==> src/rtl/clk_div_sched_if.sv <==
// Configuration port of the clock-divider controller: valid/ready ratio
// request plus the illegal-ratio error pulse.
interface clk_div_sched_if #(
  parameter int DIV_W = 8
);
  logic             cfg_valid;
  logic [DIV_W-1:0] cfg_div;
  logic             cfg_ready;
  logic             cfg_err;

  modport master (
    output cfg_valid,
    output cfg_div,
    input  cfg_ready,
    input  cfg_err
  );

  modport slave (
    input  cfg_valid,
    input  cfg_div,
    output cfg_ready,
    output cfg_err
  );
endinterface

==> src/rtl/clk_div_sched.sv <==
// Programmable clock divider. Ratio changes are queued and applied only on
// a clk_out period boundary, so clk_out never produces a runt pulse.
//
//   state   | meaning
//   --------+---------------------------------------------------------------
//   ST_OFF  | divider stopped, clk_out held low, accepts a start ratio
//   ST_RUN  | dividing by cur_div, accepts a new ratio (goes to ST_PEND)
//   ST_PEND | dividing by cur_div, pend_div applied at end of this period
module clk_div_sched #(
  parameter int DIV_W = 8
) (
  input  logic                  clk_in,
  input  logic                  reset,
  clk_div_sched_if.slave        cfg,
  output logic                  clk_out,
  output logic                  period_tick,
  output logic                  busy
);

  localparam logic [1:0] ST_OFF  = 2'd0;
  localparam logic [1:0] ST_RUN  = 2'd1;
  localparam logic [1:0] ST_PEND = 2'd2;

  logic [1:0]       state, state_nx;
  logic [DIV_W-1:0] cnt, cnt_nx;
  logic [DIV_W-1:0] cur_div, cur_nx;
  logic [DIV_W-1:0] pend_div, pend_nx;
  logic             clk_nx;
  logic             err_q;
  logic             accept;
  logic             req_bad;
  logic             req_stop;
  logic             last;

  assign accept   = cfg.cfg_valid && cfg.cfg_ready;
  assign req_bad  = (cfg.cfg_div == DIV_W'(1));
  assign req_stop = (cfg.cfg_div == '0);
  // cur_div is only meaningful outside ST_OFF, so the wrap compare is gated.
  assign last     = (state != ST_OFF) && (cnt == cur_div - 1'b1);

  assign cfg.cfg_ready = (state != ST_PEND);
  assign cfg.cfg_err   = err_q;
  assign period_tick   = last;
  assign busy          = (state != ST_OFF);

  // Next-state, counter and ratio selection; an illegal ratio changes nothing.
  always_comb begin
    state_nx = state;
    cnt_nx   = cnt;
    cur_nx   = cur_div;
    pend_nx  = pend_div;
    case (state)
      ST_OFF: begin
        cnt_nx = '0;
        if (accept && !req_bad && !req_stop) begin
          state_nx = ST_RUN;
          cur_nx   = cfg.cfg_div;
        end
      end
      ST_RUN: begin
        cnt_nx = last ? '0 : cnt + 1'b1;
        if (accept && !req_bad) begin
          pend_nx  = cfg.cfg_div;
          state_nx = ST_PEND;
        end
      end
      ST_PEND: begin
        if (last) begin
          cnt_nx = '0;
          if (pend_div == '0) begin
            state_nx = ST_OFF;
          end else begin
            cur_nx   = pend_div;
            state_nx = ST_RUN;
          end
        end else begin
          cnt_nx = cnt + 1'b1;
        end
      end
      default: begin
        state_nx = ST_OFF;
        cnt_nx   = '0;
      end
    endcase
    // clk_out is computed from the post-edge count so it moves with cnt.
    clk_nx = (state_nx != ST_OFF) && (cnt_nx < (cur_nx >> 1));
  end

  // Controller state, counter and ratio registers.
  always_ff @(posedge clk_in or negedge reset) begin
    if (!reset) begin
      state    <= ST_OFF;
      cnt      <= '0;
      cur_div  <= '0;
      pend_div <= '0;
    end else begin
      state    <= state_nx;
      cnt      <= cnt_nx;
      cur_div  <= cur_nx;
      pend_div <= pend_nx;
    end
  end

  // Output flops: clk_out straight from a register, error pulse for ratio 1.
  always_ff @(posedge clk_in or negedge reset) begin
    if (!reset) begin
      clk_out <= 1'b0;
      err_q   <= 1'b0;
    end else begin
      clk_out <= clk_nx;
      err_q   <= accept && req_bad;
    end
  end

endmodule

==> src/flat_wrapper.sv <==
// flat-port wrapper written by rule: the top's interface ports become plain ports
module clk_div_sched_flat 
#(
  parameter int DIV_W = 8
)
  (clk_in, reset, clk_out, period_tick, busy, cfg_cfg_valid, cfg_cfg_div, cfg_cfg_ready, cfg_cfg_err);
  clk_div_sched_if #(.DIV_W(DIV_W)) cfg_i ();
  input  logic clk_in;
  input  logic reset;
  output logic clk_out;
  output logic period_tick;
  output logic busy;
  input wire logic [$bits(cfg_i.cfg_valid)-1:0] cfg_cfg_valid;
  input wire logic [$bits(cfg_i.cfg_div)-1:0] cfg_cfg_div;
  output wire logic [$bits(cfg_i.cfg_ready)-1:0] cfg_cfg_ready;
  output wire logic [$bits(cfg_i.cfg_err)-1:0] cfg_cfg_err;
  assign cfg_i.cfg_valid = cfg_cfg_valid;
  assign cfg_i.cfg_div = cfg_cfg_div;
  assign cfg_cfg_ready = cfg_i.cfg_ready;
  assign cfg_cfg_err = cfg_i.cfg_err;
  clk_div_sched #(.DIV_W(DIV_W)) u_core (.clk_in(clk_in), .reset(reset), .cfg(cfg_i), .clk_out(clk_out), .period_tick(period_tick), .busy(busy));
endmodule
==> config.mk <==
export PLATFORM = sky130hd
export DESIGN_NAME = clk_div_sched_flat
export DESIGN_NICKNAME = d
export VERILOG_FILES = /design/src/rtl/clk_div_sched_if.sv /design/src/rtl/clk_div_sched.sv /design/src/flat_wrapper.sv
export SDC_FILE = /design/constraint.sdc
export NUM_CORES = 1
export LEC_CHECK = 0
export CAP_MARGIN = 20
export CORE_ASPECT_RATIO = 2
export CORE_UTILIZATION = 50
export DETAILED_ROUTE_END_ITERATION = 8
export PLACE_DENSITY = 0.73
export SYNTH_ARGS = -nofsm -noshare
export SYNTH_HDL_FRONTEND = slang
export SYNTH_SLANG_ARGS = --single-unit
==> constraint.sdc <==
create_clock -name clk_in -period 3.3 [get_ports clk_in]
set_input_delay 0.825 -clock clk_in [delete_from_list [all_inputs] [get_ports clk_in]]
set_output_delay 0.825 -clock clk_in [all_outputs]
set_load 0.01 [all_outputs]
==> results of run 1 <==
==> area by class of cell <==
cell class	count	area, um^2
Clock inverter	1	30.0
Sequential cell	28	701
Tap cell	49	61.3
Fill cell	277	1090
Inverter	11	41.3
Clock buffer	3	41.3
Timing Repair Buffer	52	450
Multi-Input combinational cell	143	1230
==> power by group through the flow <==
stage               logic, mW  registers, mW  clock network, mW
finish                   1.40          0.636              0.269
global route             1.51          0.654              0.281
CTS                      1.22          0.623              0.267
detailed placement       1.18          0.635                  0
global placement         1.13          0.628                  0
floorplan               0.801          0.589                  0
==> registers in the layout (all words and copies together), names as in the netlist <==
register and cells:
u_core.cnt 8, u_core.pend_div 8, u_core.cur_div 8, u_core.cfg.cfg_err 1, u_core.clk_out 1, u_core.state 2
==> cells by family after synthesis <==
family          count (synthesis)
buf+inv                        19
fa+ha+maj                      12
xor+xnor                       14
flops                          28
simple gates                   60
mux                            10
compound gates                 47
==> per-layer routing <==
layer / up-vias / share of wire, % / global-route usage, %
met1: 869 / 33 / 27.5
met2: 68 / 58 / 52.3
met5: - / 0 / 0
met4: 0 / 6.2 / 17.4
li1: 810 / - / -
met3: 31 / 3.0 / 2.42
==> repair_timing <==
item,in CTS,in global routing
endpoints found under the setup margin,2,2
pin swaps,3,12
hold endpoints to repair,0,0
setup buffers,2,6
gates cloned,0,0
gates resized for setup,3,27
==> metrics by stage <==
stage | utilization, % | hold WS, ps | cell area, um^2 | instances | total power [mW]
final | 70.0 | 550 | 2550 | 287 | 2.31
after global routing | 70.0 | 557 | 2550 | 287 | 2.44
after CTS | 65.6 | 550 | 2390 | 281 | 2.11
after detailed placement | 63.0 | 529 | 2300 | 275 | 1.81
after global placement | 63.0 | 526 | 2300 | 275 | 1.76
after floorplan | - | 502 | 1910 | 190 | 1.39
==> final timing paths <==
| kind | endpoint | depth (start not counted) |
|---|---|---|
| setup / recovery | u_core.clk_out | 13 |
| hold / removal | u_core.pend_div[0] | 1 |
| setup reg to reg | u_core.clk_out | 15 |
| hold reg to reg | u_core.pend_div[0] | 1 |
| max in group asynchronous | u_core.cnt[0] | 2 |
| min in group asynchronous | u_core.pend_div[2] | 2 |
==> Yosys cell counts (all sizes together), types with 6 or more instances <==
cell / number
nor2: 18
dfrtp: 28
nand3: 6
a21oi: 7
mux2: 8
ha: 12
inv: 11
xnor2: 7
xor2: 7
and3: 7
a221oi: 7
==> impl_metrics.csv, run 1 <==
group,metric,value,unit
run_status,status,"finished with violations",
run_status,violations,"negative setup slack",
detailed_routing,dr.pass1.iters,4,
cells_and_area,area_growth,33.4,%
grt,grt_pass1_vias,1807,
yosys,synth_top_family_by_area,"compound AO/OA/AOI/OAI gates",
floorplan,fp.dieH,89.5,um
sta,fmax,301,MHz
worst_hold_path,hold_class,"flop to flop",
power,swShare,41.9,%
clock_tree,numCtsBuffers,3,
worst_setup_path,crit_chain,"clkdlybuf4s50_1 > nor4_4 > a21boi_2 > mux2i_2 > a21oi_2 > buf_4 > a221oi_4 > a211oi_2 > ha_1 > a21o_1 > a211oi_2 > o21ai_1 > a221oi_2",
cells_and_area,layout_commonest_cell,"buf_4",
detailed_routing,wire_per_inst,18.9,um
yosys,postSynthAreaPerCell,10.1,um^2
yosys,ys.warnings.count,0,
floorplan,die_w,45.7,um
floorplan,ios,16,
cells_and_area,drive_gt1_share,32.4,%
sta,slew_headroom,55.2,%
clock_tree,cts_root_buf,"clkbuf_8",
worst_setup_path,crit_slowest_cell,"clkdlybuf4s50_1",
detailed_routing,drc,0,
sta,tns,-23.5,ps
grt,grt_pass1_wl,8.14,mm
detailed_routing,route.vias.total,1778,
worst_setup_path,start_kind,"primary input",
worst_hold_path,min_from,"u_core.pend_div[0]",
power,leakagePower,1.17,nW
grt,grtUsageTotal,27.9,%
sta,worstMarginPinSlew,666,ps
detailed_routing,drt-initial-drc-count,45,
power,p_seq_share,27.5,%
yosys,synth_mux_area_share,5.76,%
cells_and_area,layout.nets,262,
yosys,synthSimpleGateAreaFrac,18.3,%
worst_setup_path,timing.critical_path.mode_cell,"a211oi_2",
worst_setup_path,path_max_fanout,2,
detailed_routing,ant_nets,0,
placement,io_buffers,15,
detailed_routing,routed_wirelength,5.44,mm
clock_tree,clock_sinks,28,
yosys,synth.largest_area_cell,"dfrtp_1",
yosys,synth_fa_ha_area_share,7.85,%
power,clkPwrFrac,11.7,%
yosys,synth_xor_area_share,6.41,%
yosys,ys.flop_type,"dfrtp_1",
grt,overflow,0,
worst_setup_path,cp.arrival,3510,ps
yosys,synth_compound_area_share,20.5,%
sta,fin_crit_sh,101,%
worst_setup_path,path_buf_inv,2,
grt,grt_max_degree,29,
cells_and_area,diodes,0,
power,power_density,905,mW/mm^2
clock_tree,holdBufCountCts,0,
yosys,yosysUniqueCellTypes,55,
worst_setup_path,crit_family,"compound AO/OA/AOI/OAI gates",
cells_and_area,final_cell_mix,"buf_4, dfrtp_1, nor2_1",
sta,rsz0062_at_grt,"true",
clock_tree,h-tree-depth,1,
placement,hpwl,3.98,mm
worst_setup_path,required,3490,ps
power,internal_power,1.34,mW
floorplan,die_area,0.00409,mm^2
clock_tree,cts_tree,"done",
placement,pre_cts_ws,-591,ps
clock_tree,path_clk_slew,90,ps
yosys,async_flop_share,100,%
worst_setup_path,critPathKind,"primary input to flop",
floorplan,initial_core_util,52.5,%
worst_setup_path,cpPeakStageDelay,480,ps
yosys,synthTopCellsByArea,"dfrtp_1, ha_1, mux2_2",
worst_setup_path,startpoint,"cfg_cfg_div[6]",
yosys,synth_top_area_share,36.6,%
sta,fin_worst_skew,3.46,ps
grt,antenna_found_initial,0,
worst_setup_path,r2r_start,"u_core.cur_div[1]",
sta,setup_viol,1,
sta,min_period,3320,ps
yosys,syn_inst,190,
sta,fin_ws,-23.5,ps
worst_setup_path,r2r_slack,-10,ps
sta,slew_viol_final,0,
yosys,ys_ff_latch,28,
yosys,netlist_area,0.00191,mm^2
placement,place_congestion,0.898,
power,combPwrFrac,60.8,%
yosys,postSynthNetCount,213,
floorplan,core_area,0.00365,mm^2
power,p_switching,969,uW
clock_tree,clk_latency,280,ps
detailed_routing,via_per_inst,6.20,
sta,hold_viol,0,
worst_setup_path,endpoint_kind,"flop",
power,vdd_drop_max,0.000610,V
yosys,synth_edf_count,0,
run,drv_cap,0,
clock_tree,cts_max_path_buffers,2,
yosys,ys_seq_area_share,36.6,%
floorplan,rows,31,
Note: power is estimated with default switching activity, not from simulation.
==> run 2: changes to the inputs <==
Settings changed: CELL_PAD_IN_SITES_DETAIL_PLACEMENT set to 1, CELL_PAD_IN_SITES_GLOBAL_PLACEMENT set to 1, CORE_UTILIZATION 50 to 41, PLACE_DENSITY 0.73 to unset, PLACE_DENSITY_LB_ADDON set to 0.1, SLEW_MARGIN set to 5.
==> impl_metrics.csv, run 2 (synthesis gave the netlist of run 1 again) <==
group,metric,value,unit
run_status,status,"finished with violations",
run_status,violations,"negative setup slack",
run,drv_cap,0,
detailed_routing,ant_nets,0,
worst_setup_path,critPathKind,"primary input to flop",
placement,placed_cells,288,
worst_setup_path,cp.arrival,3550,ps
cells_and_area,final_cell_mix,"buf_4, dfrtp_1, nor2_1",
placement,hpwl,4.94,mm
grt,grtUsageTotal,28.5,%
floorplan,rows,34,
worst_setup_path,r2r_start,"u_core.cur_div[0]",
clock_tree,h-tree-depth,1,
placement,place_congestion,0.862,
worst_setup_path,crit_slowest_cell,"clkdlybuf4s50_1",
grt,overflow,0,
cells_and_area,final_cells,307,
clock_tree,clock_sinks,28,
sta,fmax,298,MHz
worst_setup_path,worstReg2RegEnd,"u_core.clk_out",
grt,grt_pass1_vias,2007,
worst_setup_path,endpoint_kind,"flop",
power,power_density,926,mW/mm^2
sta,rsz0062_at_grt,"true",
detailed_routing,routed_wirelength,6.63,mm
clock_tree,path_clk_slew,100,ps
cells_and_area,area_growth,43.3,%
floorplan,ios,16,
grt,antenna_found_initial,0,
grt,grt_pass1_wl,10.4,mm
sta,fin_crit_sh,102,%
cells_and_area,layout_commonest_cell,"buf_4",
worst_setup_path,required,3490,ps
floorplan,die_area,0.00496,mm^2
floorplan,core_area,0.00442,mm^2
sta,min_period,3350,ps
worst_setup_path,r2r_slack,-30,ps
worst_setup_path,startpoint,"cfg_cfg_div[4]",
detailed_routing,via_per_inst,5.95,
worst_setup_path,path_max_fanout,3,
cells_and_area,top_regs,"u_core.cnt (8), u_core.cur_div (8), u_core.pend_div (8)",
power,leakagePower,1.26,nW
sta,slew_headroom,36.4,%
sta,setup_viol,2,
clock_tree,cts_tree,"done",
cells_and_area,layout.nets,277,
worst_setup_path,cpPeakStageDelay,480,ps
power,vdd_drop_max,0.000529,V
placement,placed_area,0.00236,mm^2
clock_tree,cts_max_path_buffers,2,
sta,slew_viol_final,0,
clock_tree,holdBufCountCts,0,
detailed_routing,drc,0,
detailed_routing,dr.pass1.iters,4,
placement,io_buffers,15,
worst_setup_path,crit_chain,"clkdlybuf4s50_1 > nor4_4 > a21boi_2 > mux2i_1 > buf_4 > a21oi_4 > buf_4 > a221oi_4 > a211oi_2 > ha_1 > a21o_1 > a211oi_2 > o21ai_1 > a221oi_2",
sta,hold_viol,0,
floorplan,initial_core_util,43.2,%
cells_and_area,diodes,0,
sta,fin_worst_skew,3.20,ps
worst_setup_path,rr_worst_depth,15,
cells_and_area,drive_gt1_share,37.5,%
detailed_routing,route.vias.total,1826,
floorplan,die_w,50.3,um
sta,worstMarginPinSlew,945,ps
clock_tree,numCtsBuffers,3,
grt,grt_max_degree,29,
detailed_routing,wire_per_inst,21.6,um
detailed_routing,drt-initial-drc-count,39,
clock_tree,clk_latency,290,ps
worst_hold_path,hold_class,"flop to flop",
worst_setup_path,start_kind,"primary input",
floorplan,fp.dieH,98.6,um
worst_setup_path,worstSetupEndpoint,"u_core.clk_out",
cells_and_area,fin_area,0.00274,mm^2
clock_tree,cts_root_buf,"clkbuf_8",
sta,fin_ws,-52.0,ps
==> run 2: cell type report <==
cell class	instances	area (um^2)
fill	508	1680
multi-input combinational	143	1310
sequential	28	701
timing repair buffer	67	556
tap	54	67.6
clock buffer	3	41.3
inverter	11	41.3
clock inverter	1	30.0
==> run 2: metrics by stage <==
step	hold slack (ps)	setup slack, ps	setup TNS (ps)	utilization (%)	power [mW]
global route	621	-155	-240	62.0	2.67
CTS	582	-44.0	-44.0	59.2	2.39
finish	590	-52.0	-73.4	62.0	2.54
global placement	506	-503	-503	53.4	1.82
detailed placement	522	-649	-660	53.4	1.91
floorplan	502	72.6	0	-	1.39
==> run 2: worst min path at each step <==
stage	from	end	slack, ps	cells after the start
floorplan	u_core.pend_div[6]	u_core.cur_div[6]	500	1
global placement	u_core.cur_div[0]	u_core.cur_div[0]	510	1
detailed placement	u_core.cur_div[0]	u_core.cur_div[0]	520	1
CTS	u_core.pend_div[0]	u_core.pend_div[0]	580	1
global route	u_core.pend_div[5]	u_core.pend_div[5]	620	1
finish	u_core.pend_div[0]	u_core.pend_div[0]	590	1
==> run 2: worst max-delay path: cells and delay by family <==
kind                     cells  cell delay (ps)
AO/OA/AOI/OAI                8             1200
buffers and inverters        3              840
adder cells (fa/ha/maj)      1              300
AND/OR/NAND/NOR              1              250
multiplexers                 1              150
==> run 2: per-layer routing <==
layer  wire, um  global-route usage [%]  share of wire, %  vias up
li1           -                       -                 -      839
met1       2330                    29.1                35      924
met2       3950                    56.0                60       48
met3        140                    2.62               2.1       15
met4        202                    11.3               3.0        0
met5          0                       0                 0        -
==> run 2: power breakdown <==
group	internal (mW)	switching (mW)	leakage (nW)
sequential	0.470	0.197	0.355
combinational	0.797	0.795	0.871
clock	0.163	0.117	0.0357
total	1.43	1.11	1.26
==> run 2: timing repair <==
| action | in CTS | in global routing |
|---|---|---|
| pin swaps | 9 | 16 |
| endpoints found under the setup margin | 2 | 2 |
| gates cloned | 0 | 0 |
| resized for setup | 24 | 15 |
| setup buffers | 8 | 7 |
==> edit, RTL diff (settings of run 2) <==
`DIV_W` is set to 8 in 3 places; all go to 6.
--- a/src/rtl/clk_div_sched_if.sv
+++ b/src/rtl/clk_div_sched_if.sv
@@ -1,7 +1,7 @@
 // Configuration port of the clock-divider controller: valid/ready ratio
 // request plus the illegal-ratio error pulse.
 interface clk_div_sched_if #(
-  parameter int DIV_W = 8
+  parameter int DIV_W = 6
 );
   logic             cfg_valid;
   logic [DIV_W-1:0] cfg_div;
--- a/src/rtl/clk_div_sched.sv
+++ b/src/rtl/clk_div_sched.sv
@@ -7,7 +7,7 @@
 //   ST_RUN  | dividing by cur_div, accepts a new ratio (goes to ST_PEND)
 //   ST_PEND | dividing by cur_div, pend_div applied at end of this period
 module clk_div_sched #(
-  parameter int DIV_W = 8
+  parameter int DIV_W = 6
 ) (
   input  logic                  clk_in,
   input  logic                  reset,
--- a/src/flat_wrapper.sv
+++ b/src/flat_wrapper.sv
@@ -1,7 +1,7 @@
 // flat-port wrapper written by rule: the top's interface ports become plain ports
 module clk_div_sched_flat 
 #(
-  parameter int DIV_W = 8
+  parameter int DIV_W = 6
 )
   (clk_in, reset, clk_out, period_tick, busy, cfg_cfg_valid, cfg_cfg_div, cfg_cfg_ready, cfg_cfg_err);
   clk_div_sched_if #(.DIV_W(DIV_W)) cfg_i ();
Ports: changed (resized cfg_cfg_div); port bits go from 16 to 14. No check against the original RTL was run, so the function may have changed too.
==> edit against run 2 <==
- global-route usage is 3.5 points lower
- sequential cell count decreased by 6
- synthesized area decreased by 24%
- die area fell by 23%
- hold slack worse by 0.060 ns
- non-clock buffer count down 25
- power decreased by 26%
- routed wire length decreased by 34%
- worst setup slack gained 0.13 ns
- cell count fell by 30%
- cell area down 28%
==> edit: results (changes against run 2) <==
[place]
pre_cts_ws_ns=-0.384  ; +0.266 ns
dp_hpwl_um=3380  ; -32%
gp_congestion=0.833  ; -3.4%
io_buffers=13  ; -2

[clock_network]
clk_latency_ns=0.27  ; -0.02 ns
clk_pin_slew_ns=0.08  ; -0.02 ns

[synthesis]
synth_common_cells=dfrtp_1, ha_1, inv_1
muxShareOfSynthArea_pct=4.63  ; -1.1 points
synth_area_leaders=dfrtp_1, ha_1, mux2_1
ys_seq_area_share_pct=37.7  ; +1.1 points
synth-xor-area-share_pct=6.00  ; -0.41 points
synth_compound_area_share_pct=21.8  ; +1.3 points
synth_nets=161  ; -24%
synthDistinctLibCells=48  ; -13%

[final_layout]
largestRegisters=u_core.cnt (6), u_core.cur_div (6), u_core.pend_div (6)
drive_gt1_share_pct=29.7  ; -7.9 points
n_fill_cell=395  ; -22%

[global_routing]
grt_max_degree=23  ; -21%
grtUsageTotal_pct=25.0  ; -3.5 points
grt_first_pass_wirelength_um=6900  ; -34%

[critical_path]
crit_path_max_incr_delay_ns=0.44  ; -0.04 ns
worst_path_max_delay_cell=dfrtp_1
crit_arrival_ns=3.40  ; -0.15 ns
cp-startpoint=u_core.cur_div[1]
crit_path_max_fanout=4  ; +1

[sta]
worst_slew_pin_slew_ns=0.366  ; -0.580 ns
clock-skew-final_ns=0.00378  ; +0.000580 ns

[detailed_routing]
route.vias.total=1300  ; -29%
routed_wl_um=4400  ; -34%

[pwr]
p_switching_mw=0.819  ; -26%
leakage_nw=0.920  ; -27%
power.share.sequential_pct=27.5  ; +1.2 points

[min_path]
holdCritStartpoint=u_core.pend_div[2]

[run_status]
status=completed

[edit: kinds of logic after synthesis]
group                    count (synthesis)
flip-flops                              22
buffers and inverters                   14
XOR/XNOR                                10
multiplexers                             6
AO/OA/AOI/OAI                           43
AND/OR/NAND/NOR                         37
adder cells (fa/ha/maj)                 10
[edit: final timing paths]
path                                 endpoint  slack, ns  cells past startpoint
max in group asynchronous  u_core.pend_div[4]       2.16                      2
min in group asynchronous       u_core.cnt[5]       0.91                      2
min reg2reg                u_core.pend_div[2]       0.53                      1
min                        u_core.pend_div[2]       0.53                      1
max                            u_core.clk_out       0.07                     13
max reg2reg                    u_core.clk_out       0.07                     13
[edit: through the flow]
step	hold WS (ns)	instances
after floorplan	0.472	142
after global placement	0.499	207
after detailed placement	0.510	207
after CTS	0.528	211
after global routing	0.556	214
final	0.530	214
[edit: final cells by class]
cell class                 instances  area [sq um]  share of cell area (%)
timing repair buffer              42           362                    18.4
inverter                           9          33.8                    1.72
clock buffer                       3          41.3                    2.10
multi-input combinational        106           935                    47.6
sequential                        22           551                    28.1
tap                               32          40.0                    2.04
[edit: repair_timing]
| action | 4_1_cts | 5_1_grt |
|---|---|---|
| setup buffers | 1 | 3 |
| setup endpoints to repair | 2 | 2 |
| pin swaps | 2 | 11 |
| resized for setup | 4 | 18 |
[edit: worst reg2reg max path, cell delays in order, from the launching register on]
cell      delay (ns)
dfrtp_1         0.44
inv_2           0.11
ha_4            0.20
xnor2_2         0.15
nor3_4          0.24
nand4b_4        0.14
or3_4           0.37
a22o_1          0.22
a221oi_2        0.23
ha_1            0.28
a21o_1          0.18
a211oi_2        0.17
o211ai_1        0.12
a311oi_1        0.27
[edit: routing by layer]
metal	wire length, um	global-route usage, %
met1	1520	24.1
met2	2730	50.0
met3	78	1.25
met4	67	11.0
met5	0	0
